[src/rtl/shift_seq_unit.sv]
// ============================================================================
// shift_seq_unit : sequenced universal shift register (load, then AMT shifts)
// Revision 1.0 - initial release
// ============================================================================
`default_nettype none

module shift_seq_mux4 (
  input  logic       j0_i,
  input  logic       j1_i,
  input  logic [0:3] in_i,
  output logic       y_o
);
  // j0 is the select MSB, so {j0,j1} = {m[1],m[0]} indexes {hold,right,left,load}
  assign y_o = in_i[{j0_i, j1_i}];
endmodule

module shift_seq_unit #(
  parameter int WIDTH = 8,
  parameter int CNTW  = 4
) (
  input  logic             clk,
  input  logic             reset,
  input  logic             start_i,
  input  logic [1:0]       op_i,
  input  logic [CNTW-1:0]  amt_i,
  input  logic [WIDTH-1:0] din_i,
  input  logic             sin_i,
  output logic [WIDTH-1:0] dout_o,
  output logic             sout_o,
  output logic             busy_o,
  output logic             done_o
);

  localparam logic [1:0] c_ST_IDLE  = 2'd0;
  localparam logic [1:0] c_ST_SHIFT = 2'd1;
  localparam logic [1:0] c_ST_DONE  = 2'd2;

  localparam logic [1:0] c_OP_ROR = 2'b00;
  localparam logic [1:0] c_OP_LSR = 2'b01;
  localparam logic [1:0] c_OP_LSL = 2'b10;
  localparam logic [1:0] c_OP_ASR = 2'b11;

  localparam logic [1:0] c_M_HOLD  = 2'b00;
  localparam logic [1:0] c_M_RIGHT = 2'b01;
  localparam logic [1:0] c_M_LEFT  = 2'b10;
  localparam logic [1:0] c_M_LOAD  = 2'b11;

  logic [1:0]       state_q, state_d;
  logic [CNTW-1:0]  cnt_q, cnt_d;
  logic [1:0]       op_q, op_d;
  logic [WIDTH-1:0] dout_q, dout_d;
  logic [1:0]       w_mode;
  logic             w_fill_r;

  always_comb begin
    state_d = state_q;
    cnt_d   = cnt_q;
    op_d    = op_q;
    w_mode  = c_M_HOLD;
    case (state_q)
      c_ST_IDLE: begin
        if (start_i) begin
          w_mode  = c_M_LOAD;
          op_d    = op_i;
          cnt_d   = amt_i;
          state_d = (amt_i == '0) ? c_ST_DONE : c_ST_SHIFT;
        end
      end
      c_ST_SHIFT: begin
        w_mode = (op_q == c_OP_LSL) ? c_M_LEFT : c_M_RIGHT;
        cnt_d  = cnt_q - CNTW'(1);
        if (cnt_q == CNTW'(1)) begin
          state_d = c_ST_DONE;
        end
      end
      c_ST_DONE: begin
        state_d = c_ST_IDLE;
      end
      default: begin
        state_d = c_ST_IDLE;
      end
    endcase
  end

  // MSB fill for right-moving ops; the left op never selects this path
  always_comb begin
    w_fill_r = sin_i;
    case (op_q)
      c_OP_ROR: w_fill_r = dout_q[0];
      c_OP_LSR: w_fill_r = sin_i;
      c_OP_ASR: w_fill_r = dout_q[WIDTH-1];
      default:  w_fill_r = sin_i;
    endcase
  end

  for (genvar gi = 0; gi < WIDTH; gi++) begin : g_bit
    logic w_right;
    logic w_left;
    if (gi == WIDTH-1) begin : g_right_edge
      assign w_right = w_fill_r;
    end else begin : g_right_inner
      assign w_right = dout_q[gi+1];
    end
    if (gi == 0) begin : g_left_edge
      assign w_left = sin_i;
    end else begin : g_left_inner
      assign w_left = dout_q[gi-1];
    end
    shift_seq_mux4 u_cell (
      .j0_i (w_mode[1]),
      .j1_i (w_mode[0]),
      .in_i ({dout_q[gi], w_right, w_left, din_i[gi]}),
      .y_o  (dout_d[gi])
    );
  end

  always_ff @(posedge clk) begin
    if (reset) begin
      state_q <= c_ST_IDLE;
      cnt_q   <= '0;
      op_q    <= '0;
      dout_q  <= '0;
    end else begin
      state_q <= state_d;
      cnt_q   <= cnt_d;
      op_q    <= op_d;
      dout_q  <= dout_d;
    end
  end

  assign dout_o = dout_q;
  assign sout_o = (op_q == c_OP_LSL) ? dout_q[WIDTH-1] : dout_q[0];
  assign busy_o = (state_q == c_ST_SHIFT);
  assign done_o = (state_q == c_ST_DONE);

endmodule

`default_nettype wire

[config.mk]
export PLATFORM = sky130hd
export DESIGN_NAME = shift_seq_unit
export DESIGN_NICKNAME = d
export VERILOG_FILES = /design/src/rtl/shift_seq_unit.sv
export SDC_FILE = /design/constraint.sdc
export NUM_CORES = 1
export LEC_CHECK = 0
export CAP_MARGIN = 20
export CORE_AREA = 8 8 52 75
export CTS_BUF_LIST = sky130_fd_sc_hd__clkbuf_8
export CTS_CLUSTER_SIZE = 30
export DETAILED_ROUTE_END_ITERATION = 10
export DIE_AREA = 0 0 60 83
export SETUP_SLACK_MARGIN = 0.1
export SYNTH_ARGS = -nofsm -noshare
export SYNTH_HDL_FRONTEND = slang
export SYNTH_HIERARCHICAL = 1
export SYNTH_SLANG_ARGS = --single-unit
[constraint.sdc]
create_clock -name clk -period 4.42 [get_ports clk]
set_clock_uncertainty 0.1 [all_clocks]
set_input_delay 0.663 -clock clk [delete_from_list [all_inputs] [get_ports clk]]
set_output_delay 0.663 -clock clk [all_outputs]
set_load 0.02 [all_outputs]
Yosys cells after proc, flatten, opt, wreduce, memory -nomap -nowiden:

Cells that the tools add are included.

* add/subtract/negate cells: 1
* magnitude comparators: 1
* equal/unequal tests: 7
* multiplexer cells: 35
* bitwise operators: 1
* reductions and logical operators: 7

Operator list (number)
* two-way mux 1 bit: 17
* binary-select mux 1 bit (select 2 bit): 8
* two-way mux 2 bit: 5
* one-hot mux 2 bit (2 select lines): 2
* one-hot mux 4 bit (2 select lines): 1
* equality test 2 bit (second input constant): 3
* AND reduction 2 bit: 3
* equality test 4 x 1 -> 1 bit (second input constant): 1
* logical NOT 2 bit: 2
* logical NOT 4 bit: 1
* two-way mux 4 bit: 1
* subtractor 4 x 1 -> 4 bit (second input constant): 1
* >= comparator 3 bit (second input constant): 1
* NOT 2 -> 3 bit: 1
* equality test 2 x 1 -> 1 bit (second input constant): 1
* inequality test 2 x 1 -> 1 bit (second input constant): 1
* inequality test 2 bit (second input constant): 1
* one-hot mux 1 bit (2 select lines): 1
* nonzero test 2 bit: 1

* register bits: 16
* input bits: 18
* output and inout bits: 11
* word-level logic and storage cells: 56

Longest topological paths before layout:

Gate-level depths: netlist of the first run.

* depth after elaboration: 7
* depth in mapped cells: 6

Cells and area by module:

The synthesis of the first run kept the hierarchy.

Modules (own cells, without submodules)
* shift_seq_unit: instances 1, cells an instance 78, area each 768.2 um^2, sequential area each 320.3 um^2
* shift_seq_mux4: instances 8, cells an instance 1, area each 22.5 um^2, sequential area each 0.0 um^2

Least setup slack after synthesis of the first run:

Ideal clock, no wire load.

* path type: input to register
* from: in start_i
* to: reg dout_q[4] (netlist: dout_o[4])
* library setup time: 0.128 ns
* arrival time: 2.147 ns
* data required time: 4.192 ns
* path slack: 2.045 ns
* stages on the path: 4
* path buffers: 0
* path through: o21bai_4 > a21oi_1 > mux4_2 > nor2b_1

* cells in the longest elaborated chain, start to end: 6

RTL lines
* start, declared: line 23 `input logic start_i,`
* two-way mux 2 bit: line 62 `if (start_i) begin`
* one-hot mux 2 bit (2 select lines): line 60 `case (state_q)`
* via w_mode[0]: line 52 `logic [1:0] w_mode;`
* NOT 2 -> 3 bit (not written as such): line 14 `assign y_o = in_i[{j0_i, j1_i}];`
* binary-select mux 1 bit (select 2 bit): line 14
* two-way mux 1 bit (not written as such) (2 in a row): line 14
* via dout_d[4]: line 51 `logic [WIDTH-1:0] dout_q, dout_d;`
* end signal, assigned: line 127 `dout_q <= dout_d;`
* end, declared: line 51

The timed path passes the listed nets, and every way through them passes these cells. The select of a mux whose other input is x is not followed.
A chain may end at the register's enable or synchronous reset.

Final worst setup path of the first run:

* from: reg op_q[0]
* to: out sout_o

* cells in the longest elaborated chain, start to end: 2

RTL lines
* start, declared: line 50 `logic [1:0] op_q, op_d;`
* start signal, assigned: line 126 `op_q <= op_d;`
* equality test 2 bit: line 132 `assign sout_o = (op_q == c_OP_LSL) ? dout_q[WIDTH-1] : dout_q[0];`
* two-way mux 1 bit: line 132
* end, declared: line 29 `output logic sout_o,`

No other way between the ends.

==> flow_metrics.py, run 1 <==
metrics = {
    "timing": {
        "fmax_mhz": 397.0,
        "slew_viol_final": 0,
        "tns_ns": 0,
        "finalCriticalPeriod_ns": 2.519,
        "rsz0062_at_grt": "false",
        "min_period_over_period_pct": 56.99,
        "slew_headroom_pct": 59.09,
        "tightestPinTransition_ns": 0.6114,
        "finalSetupViolCount": 0,
        "finalHoldViolCount": 0,
    },
    "routing": {
        "drt-initial-drc-count": 15,
        "final_antenna_net_count": 0,
        "wl_per_cell_um": 14.95,
        "vias_per_cell": 4.884,
        "drt_pass1_iterations": 4,
        "drc": 0,
        "vias": 757,
        "drt_wl_total_um": 2318,
    },
    "finish": {
        "post-route-util_pct": 46.18,
        "stdcell_count": 155,
        "syn2layout_area_growth_pct": 38.92,
        "antenna_cells": 0,
        "layout-drive-gt1-share_pct": 13.79,
        "nets": 140,
    },
    "worst_setup_path": {
        "start_kind": "flop",
        "timing.rr.start": "state_q[0]",
        "r2r_cells": 4,
        "r2r_slack_ns": 2.40,
        "path_class": "flop to output port",
        "worstPathRequired_ns": 3.66,
        "crit_fanout": 3,
        "r2r_end": "dout_o[2]",
        "arrival_ns": 1.76,
        "endpoint_kind": "output port",
    },
    "floorplan": {
        "fp.dieH_um": 83,
        "initial_core_util_pct": 33.25,
        "coreArea_mm2": 0.002853,
        "rows": 24,
        "fp.dieArea_mm2": 0.004980,
        "die_w_um": 60,
        "ios": 29,
    },
    "cts": {
        "clock_path_buffers": 2,
        "root_buffer": "clkbuf_8",
        "hold_buffers": 0,
        "clock_latency_ns": 0.24,
        "clk_pin_slew_ns": 0.06,
        "cts_setup_buffers": 0,
        "clock_sinks": 16,
        "numCtsBuffers": 3,
        "cts_resized": 0,
        "cts_max_level": 1,
        "cts_tree": "yes",
    },
    "job": {
        "max-cap-violations": 0,
    },
    "hold_path": {
        "hold_path_end": "op_q[0]",
        "hp-class": "flop to flop",
        "min_from": "op_q[0]",
        "holdPathStages": 2,
    },
    "synth": {
        "ys_ff_latch": 16,
        "syn-instance-count": 86,
        "synth_area_per_cell_um2": 11.03,
        "synth_cell_types": 28,
        "yosys_warnings": 6,
        "netlist_area_um2": 948.4,
        "ys_seq_area_share_pct": 33.77,
        "syn_nets": 109,
    },
    "placement": {
        "dp_hpwl_um": 1866,
        "gp_congestion": 0.8042,
        "io_buffers": 28,
        "dp_cells": 151,
    },
    "pwr": {
        "leakage_nw": 0.4958,
        "max-vdd-ir-drop_mv": 0.1195,
        "p_per_area_mw_per_mm2": 343.3,
    },
    "grt": {
        "grt_overflow": 0,
        "grt_pass1_wl_um": 3760,
        "first_global_vias": 795,
        "antenna_found_initial": 0,
        "grt_usage_pct": 9.837,
        "grt_max_degree": 17,
    },
    "run_status": {
        "status": "finished, final reports clean",
    },
}
==> worst max-delay path: stages, from the launching register on <==
cell and delay (ns):
dfxtp_1 0.32, inv_1 0.08, ha_1 0.22, mux2_2 0.35, clkdlybuf4s50_1 0.54
==> cells in the mapped netlist <==
cell type | number | area (µm²)
nor2b_1 | 8 | 50.05
or3b_1 | 1 | 8.760
nand2_1 | 2 | 7.510
inv_1 | 6 | 22.52
and2b_1 | 2 | 15.01
buf_4 | 1 | 7.510
o31a_1 | 1 | 8.760
a221o_1 | 1 | 10.01
nand2b_1 | 3 | 18.77
a211oi_1 | 1 | 7.510
mux4_2 | 8 | 180.2
clkbuf_1 | 1 | 3.750
nor4b_1 | 1 | 8.760
nor4_1 | 2 | 12.51
nor3b_4 | 1 | 18.77
a22oi_1 | 2 | 15.01
nor2_1 | 3 | 11.26
a21oi_1 | 7 | 35.03
ha_1 | 5 | 62.56
mux2_2 | 1 | 11.26
buf_6 | 1 | 11.26
o21ai_1 | 1 | 5.000
nand3b_1 | 2 | 15.01
o21ai_0 | 3 | 15.01
a21o_1 | 1 | 7.510
o21bai_4 | 1 | 18.77
dfxtp_1 | 16 | 320.3
mux2i_1 | 4 | 40.04
==> cell usage in the layout, fill, tap and decap left out <==
cell              n
mux4_2            8
or3b_1            1
buf_4             1
o21bai_4          1
nand2_1           2
inv_1             6
clkbuf_8          4
nand3b_1          2
dfxtp_1          16
a21o_1            1
nor4b_1           1
a221o_1           1
ha_1              5
o31a_1            1
a21oi_1           7
a211oi_1          1
nor4_1            2
and2b_1           2
clkdlybuf4s50_1  28
nor2_1            3
nor2b_1           8
mux2_2            1
o21ai_1           1
nor3b_4           1
nand2b_1          3
mux2i_1           4
a22oi_1           2
o21ai_0           3
==> where the power goes <==
group	total [mW]	internal [mW]	switching (mW)
clock network	0.127	0.0789	0.0479
registers	0.183	0.161	0.0226
logic	0.142	0.0849	0.0575
total	0.452	0.324	0.128
==> worst max path at each step <==
| stage | start | to | slack (ns) |
|---|---|---|---|
| after floorplan | start_i | dout_o[4] | 2.05 |
| after global placement | start_i | dout_o[3] | 1.75 |
| after detailed placement | start_i | dout_o[2] | 1.71 |
| after CTS | op_q[0] | sout_o | 1.89 |
| after global routing | op_q[0] | sout_o | 1.81 |
| final | op_q[0] | sout_o | 1.90 |
==> state kept, by name, indices dropped and copies added, names as in the netlist <==
name / flops
dout_o: 8
cnt_q: 4
op_q: 2
state_q: 2
==> cell families (layout without fill, tap and decap cells) <==
family / Yosys count / after routing / synth area share, %
AO/OA/AOI/OAI: 18 / 18 / 12.93
AND/OR/NAND/NOR: 25 / 25 / 17.55
buffers and inverters: 9 / 39 / 4.749
multiplexers: 13 / 13 / 24.41
adder cells (fa/ha/maj): 5 / 5 / 6.596
flip-flops: 16 / 16 / 33.77
==> area by class of cell <==
| type | count | area [µm²] |
|---|---|---|
| Clock buffer | 4 | 55.05 |
| Fill cell | 281 | 1535 |
| Inverter | 6 | 22.52 |
| Multi-Input combinational cell | 61 | 583.1 |
| Sequential cell | 16 | 320.3 |
| Tap cell | 39 | 48.80 |
| Timing Repair Buffer | 29 | 287.8 |
==> through the flow <==
step / power [mW] / setup slack, ns / instance area [µm²] / hold slack (ns)
2_1_floorplan: 0.2750 / 2.045 / 948.4 / 0.3896
3_3_place_gp: 0.3272 / 1.748 / 1262 / 0.4286
3_5_place_dp: 0.3301 / 1.705 / 1262 / 0.4362
4_1_cts: 0.4587 / 1.888 / 1318 / 0.4514
5_1_grt: 0.4763 / 1.812 / 1318 / 0.4838
6_report: 0.4524 / 1.901 / 1318 / 0.4382
==> metal layers <==
layer  routed length, µm  vias to the layer above  track usage [%]
met5                   0                        -                0
met4                  36                        0            5.240
met3                  69                        2            1.698
li1                    -                      377                -
met1                 943                      363            10.55
met2                1268                       15            17.16
Note: power is estimated with default switching activity, not from simulation.
==> run 2: changes to the inputs <==
clock period = 2.3 ns   (was 4.42 ns; I/O delays follow)
==> flow_metrics.py, run 2 (synthesized netlist as in run 1, its figures left out) <==
metrics = {
    "worst_setup_path": {
        "slowest_delay_ns": 0.54,
        "cp_num_buf_inv": 1,
        "r2r_slack_ns": 0.44,
        "cp_top_family": "buffers and inverters",
        "start_kind": "flop",
        "arrival_ns": 1.58,
        "cp_slowest_cell": "clkdlybuf4s50_1",
        "crit_fanout": 10,
        "endpoint_kind": "output port",
        "path_class": "flop to output port",
        "cp_cell_sequence": "and2b_1 -> clkdlybuf4s50_1",
        "worstPathRequired_ns": 1.86,
    },
    "finish": {
        "largest_reg_flops": 8,
        "final_common_cell": "clkdlybuf4s50_1",
        "fin_area_mm2": 0.001356,
        "final_cell_mix": "clkdlybuf4s50_1, dfxtp_1, nor2b_1, mux4_2",
        "syn2layout_area_growth_pct": 43.01,
        "antenna_cells": 0,
        "layout-drive-gt1-share_pct": 17.65,
        "nets": 143,
    },
    "floorplan": {
        "coreArea_mm2": 0.002853,
        "fp.dieH_um": 83,
        "ios": 29,
        "die_w_um": 60,
        "initial_core_util_pct": 33.25,
        "rows": 24,
        "fp.dieArea_mm2": 0.004980,
    },
    "grt": {
        "grt_max_degree": 12,
        "antenna_found_initial": 0,
        "first_global_vias": 777,
        "grt_usage_pct": 9.349,
        "grt_overflow": 0,
        "grt_pass1_wl_um": 3670,
    },
    "placement": {
        "dp_hpwl_um": 1784,
        "placed_area_mm2": 0.001301,
        "io_buffers": 28,
        "gp_congestion": 0.8159,
        "dp_slack_ns": 0.1727,
    },
    "pwr": {
        "p_sw_share_pct": 28.09,
        "fin_total_pwr_uw": 881.9,
        "pwr-share-comb_pct": 32.2,
        "p_clk_share_pct": 27.9,
        "power_frac_seq_pct": 39.8,
        "switching_power_uw": 247.7,
        "p_per_area_mw_per_mm2": 650.2,
        "max-vdd-ir-drop_mv": 0.3166,
        "p_int_uw": 634.2,
        "leakage_nw": 0.5196,
    },
    "cts": {
        "cts_tree": "yes",
        "clock_path_buffers": 2,
        "cts_max_level": 1,
        "hold_buffers": 0,
        "cts_setup_buffers": 0,
        "clock_latency_ns": 0.25,
        "clock_sinks": 16,
        "clk_pin_slew_ns": 0.07,
        "numCtsBuffers": 3,
        "root_buffer": "clkbuf_8",
    },
    "routing": {
        "vias_per_cell": 4.854,
        "wl_per_cell_um": 13.73,
        "vias": 767,
        "drt_pass1_iterations": 4,
        "drt-initial-drc-count": 10,
        "drc": 0,
        "final_antenna_net_count": 0,
        "drt_wl_total_um": 2170,
    },
    "timing": {
        "rsz0062_at_grt": "false",
        "finalHoldViolCount": 0,
        "tightestPinTransition_ns": 0.3577,
        "finalSetupViolCount": 0,
        "fin_ws_ns": 0.2720,
        "tns_ns": 0,
        "slew_headroom_pct": 76.08,
        "fmax_mhz": 493.1,
        "holdWs_ns": 0.4412,
        "slew_viol_final": 0,
        "min_period_over_period_pct": 88.18,
        "finalCriticalPeriod_ns": 2.028,
    },
    "run_status": {
        "status": "finished, final reports clean",
    },
    "hold_path": {
        "hp-class": "flop to flop",
    },
    "job": {
        "max-cap-violations": 0,
    },
}
run 2: cell count changes in the layout (fill, tap and decap cells not counted):
| cell | previous run | this run |
|---|---|---|
| dfxtp_1 | 16 | 15 |
| buf_4 | 1 | 3 |
| dlygate4sd2_1 | 0 | 1 |
| a21oi_1 | 7 | 6 |
| a21oi_2 | 0 | 1 |
| clkdlybuf4s50_1 | 28 | 27 |
| dfxtp_2 | 0 | 1 |
| buf_12 | 0 | 1 |
run 2: layer usage:
| layer | up-vias | GRT usage, % | wire length [µm] |
|---|---|---|---|
| met5 | - | 0 | 0 |
| met4 | 0 | 5.240 | 52 |
| met3 | 4 | 1.080 | 48 |
| met2 | 13 | 15.98 | 1197 |
| met1 | 365 | 10.54 | 872 |
| li1 | 385 | - | - |
run 2: what timing repair did:
item / 4_1_cts / 5_1_grt
pin swaps: 0 / 0
endpoints found under the setup margin: 1 / 1
resized for setup: 1 / 1
run 2: power by group through the flow:
stage | clock [mW] | combinational, mW | sequential (mW)
after floorplan | 0 | 0.174 | 0.356
after global placement | 0 | 0.287 | 0.356
after detailed placement | 0 | 0.289 | 0.358
after CTS | 0.254 | 0.289 | 0.352
after global routing | 0.262 | 0.308 | 0.359
final | 0.246 | 0.284 | 0.351
run 2: per-stage QoR:
step	utilization, %	std cells
6_report	47.54	158
5_1_grt	47.54	158
4_1_cts	47.50	158
3_5_place_dp	45.61	154
3_3_place_gp	45.61	154
2_1_floorplan	-	86
run 2: area by class of cell:
type | instances | area (µm²)
fillers | 284 | 1496
multi-input cells | 61 | 586.8
flip-flops and latches | 16 | 321.6
repair buffers | 32 | 321.6
clock buffers | 4 | 55.05
well taps | 39 | 48.80
inverters | 6 | 22.52
run 2: worst paths after layout:
path                                 start        end  cells past startpoint
worst max register to register     op_q[0]  dout_o[0]                      6
worst min-delay path               op_q[0]    op_q[0]                      2
worst min register to register     op_q[0]    op_q[0]                      2
worst max-delay path            state_q[1]     busy_o                      2
run 2: worst register-to-register path, stage by stage (launching register included):
cell and delay [ns]:
dfxtp_1 0.36, inv_1 0.07, ha_1 0.24, a21oi_2 0.20, buf_12 0.16, mux4_2 0.48, nor2b_1 0.14
==> run 3: changes to the inputs <==
PLACE_DENSITY_LB_ADDON = 0.2   (was not set)
==> flow_metrics.py, run 3 (synthesized netlist as in run 1, its figures left out) <==
metrics = {
    "routing": {
        "final_antenna_net_count": 0,
        "drc": 0,
        "drt_wl_total_um": 2292,
        "drt-initial-drc-count": 16,
        "vias_per_cell": 5.006,
        "wl_per_cell_um": 14.42,
        "vias": 796,
        "drt_pass1_iterations": 4,
    },
    "cts": {
        "clock_sinks": 16,
        "cts_max_level": 1,
        "root_buffer": "clkbuf_8",
        "clk_pin_slew_ns": 0.06,
        "clock_latency_ns": 0.25,
        "cts_tree": "yes",
        "numCtsBuffers": 3,
        "clock_path_buffers": 2,
        "hold_buffers": 0,
    },
    "floorplan": {
        "rows": 24,
        "fp.dieArea_mm2": 0.004980,
        "initial_core_util_pct": 33.25,
        "die_w_um": 60,
        "coreArea_mm2": 0.002853,
        "ios": 29,
        "fp.dieH_um": 83,
    },
    "worst_setup_path": {
        "cp_slowest_cell": "clkdlybuf4s50_1",
        "critical_path.startpoint": "state_q[1]",
        "arrival_ns": 1.62,
        "crit_fanout": 10,
        "worstPathRequired_ns": 1.86,
        "cp_cell_sequence": "and2b_1 -> clkdlybuf4s50_1",
        "r2r_slack_ns": 0.45,
        "worstSetupEndpoint": "busy_o",
        "endpoint_kind": "output port",
        "r2r_end": "dout_o[1]",
        "start_kind": "flop",
        "cp_num_buf_inv": 1,
        "cp_top_family": "buffers and inverters",
        "slowest_delay_ns": 0.55,
        "timing.rr.start": "op_q[0]",
        "r2r_cells": 6,
        "path_class": "flop to output port",
        "crit_cells": 2,
    },
    "pwr": {
        "max-vdd-ir-drop_mv": 0.3217,
        "p_per_area_mw_per_mm2": 653.9,
        "fin_total_pwr_uw": 891.0,
        "switching_power_uw": 254.6,
        "p_sw_share_pct": 28.58,
        "leakage_nw": 0.5245,
        "p_clk_share_pct": 28.1,
        "power_frac_seq_pct": 39.0,
        "p_int_uw": 636.3,
        "pwr-share-comb_pct": 33.0,
    },
    "timing": {
        "finalSetupViolCount": 0,
        "holdWs_ns": 0.4292,
        "finalHoldViolCount": 0,
        "fin_ws_ns": 0.2393,
        "slew_headroom_pct": 75.06,
        "finalCriticalPeriod_ns": 2.061,
        "tightestPinTransition_ns": 0.3729,
        "tns_ns": 0,
        "rsz0062_at_grt": "false",
        "slew_viol_final": 0,
        "min_period_over_period_pct": 89.59,
        "fmax_mhz": 485.3,
    },
    "grt": {
        "grt_pass1_wl_um": 3926,
        "first_global_vias": 848,
        "grt_overflow": 0,
        "grt_usage_pct": 10.04,
        "grt_max_degree": 11,
        "antenna_found_initial": 0,
    },
    "finish": {
        "fin_area_mm2": 0.001363,
        "final_common_cell": "clkdlybuf4s50_1",
        "nets": 144,
        "antenna_cells": 0,
        "syn2layout_area_growth_pct": 43.67,
        "post-route-util_pct": 47.76,
        "stdcell_count": 159,
        "layout-drive-gt1-share_pct": 17.50,
        "final_cell_mix": "clkdlybuf4s50_1, dfxtp_1, nor2b_1, mux4_2",
        "largest_reg_flops": 8,
    },
    "placement": {
        "gp_congestion": 0.8049,
        "placed_area_mm2": 0.001309,
        "dp_hpwl_um": 1788,
        "io_buffers": 28,
        "dp_cells": 155,
        "dp_slack_ns": 0.1592,
    },
    "job": {
        "max-cap-violations": 0,
    },
    "hold_path": {
        "hp-class": "flop to flop",
    },
    "run_status": {
        "status": "finished, final reports clean",
    },
}
==> run 3: cell types whose count changed in the layout (fill, tap and decap cells not counted) <==
cell,change
buf_4,+1
dfxtp_1,+1
dfxtp_2,-1
==> run 3: worst min-delay path by stage <==
stage,startpoint,to,slack (ns),cells after the start
floorplan,reset,dout_o[0],0.32,1
global placement,op_q[0],op_q[0],0.42,2
detailed placement,op_q[0],op_q[0],0.43,2
CTS,op_q[0],op_q[0],0.44,2
global route,op_q[0],op_q[0],0.50,2
finish,op_q[0],op_q[0],0.43,2
==> run 3: worst min-delay path: stages, from the launching register on <==
cell and delay [ns]:
dfxtp_1 0.35, mux2i_1 0.08, nor2_1 0.07
==> run 3: layout make-up <==
class	count	area, µm²
fillers	265	1490
multi-input cells	61	586.8
flip-flops and latches	16	320.3
repair buffers	33	329.1
clock buffers	4	55.05
inverters	6	22.52
well taps	39	48.80
==> run 3: layer usage <==
metal	part of all wire [%]	global-route usage, %	up-vias
li1	-	-	384
met1	40	10.70	376
met2	50	16.07	29
met3	7.1	3.704	7
met4	3.0	5.895	0
met5	0	0	-
==> run 3: power groups by stage <==
stage	Sequential, mW	Clock (mW)	Combinational, mW
6_report	0.347	0.250	0.294
5_1_grt	0.354	0.272	0.322
4_1_cts	0.348	0.260	0.299
3_5_place_dp	0.354	0	0.298
3_3_place_gp	0.352	0	0.295
2_1_floorplan	0.356	0	0.174
==> run 3: repair_timing <==
item	CTS	global route
hold endpoints to repair	0	0
buffers inserted	0	0
resized for setup	1	0
endpoints found under the setup margin	1	0
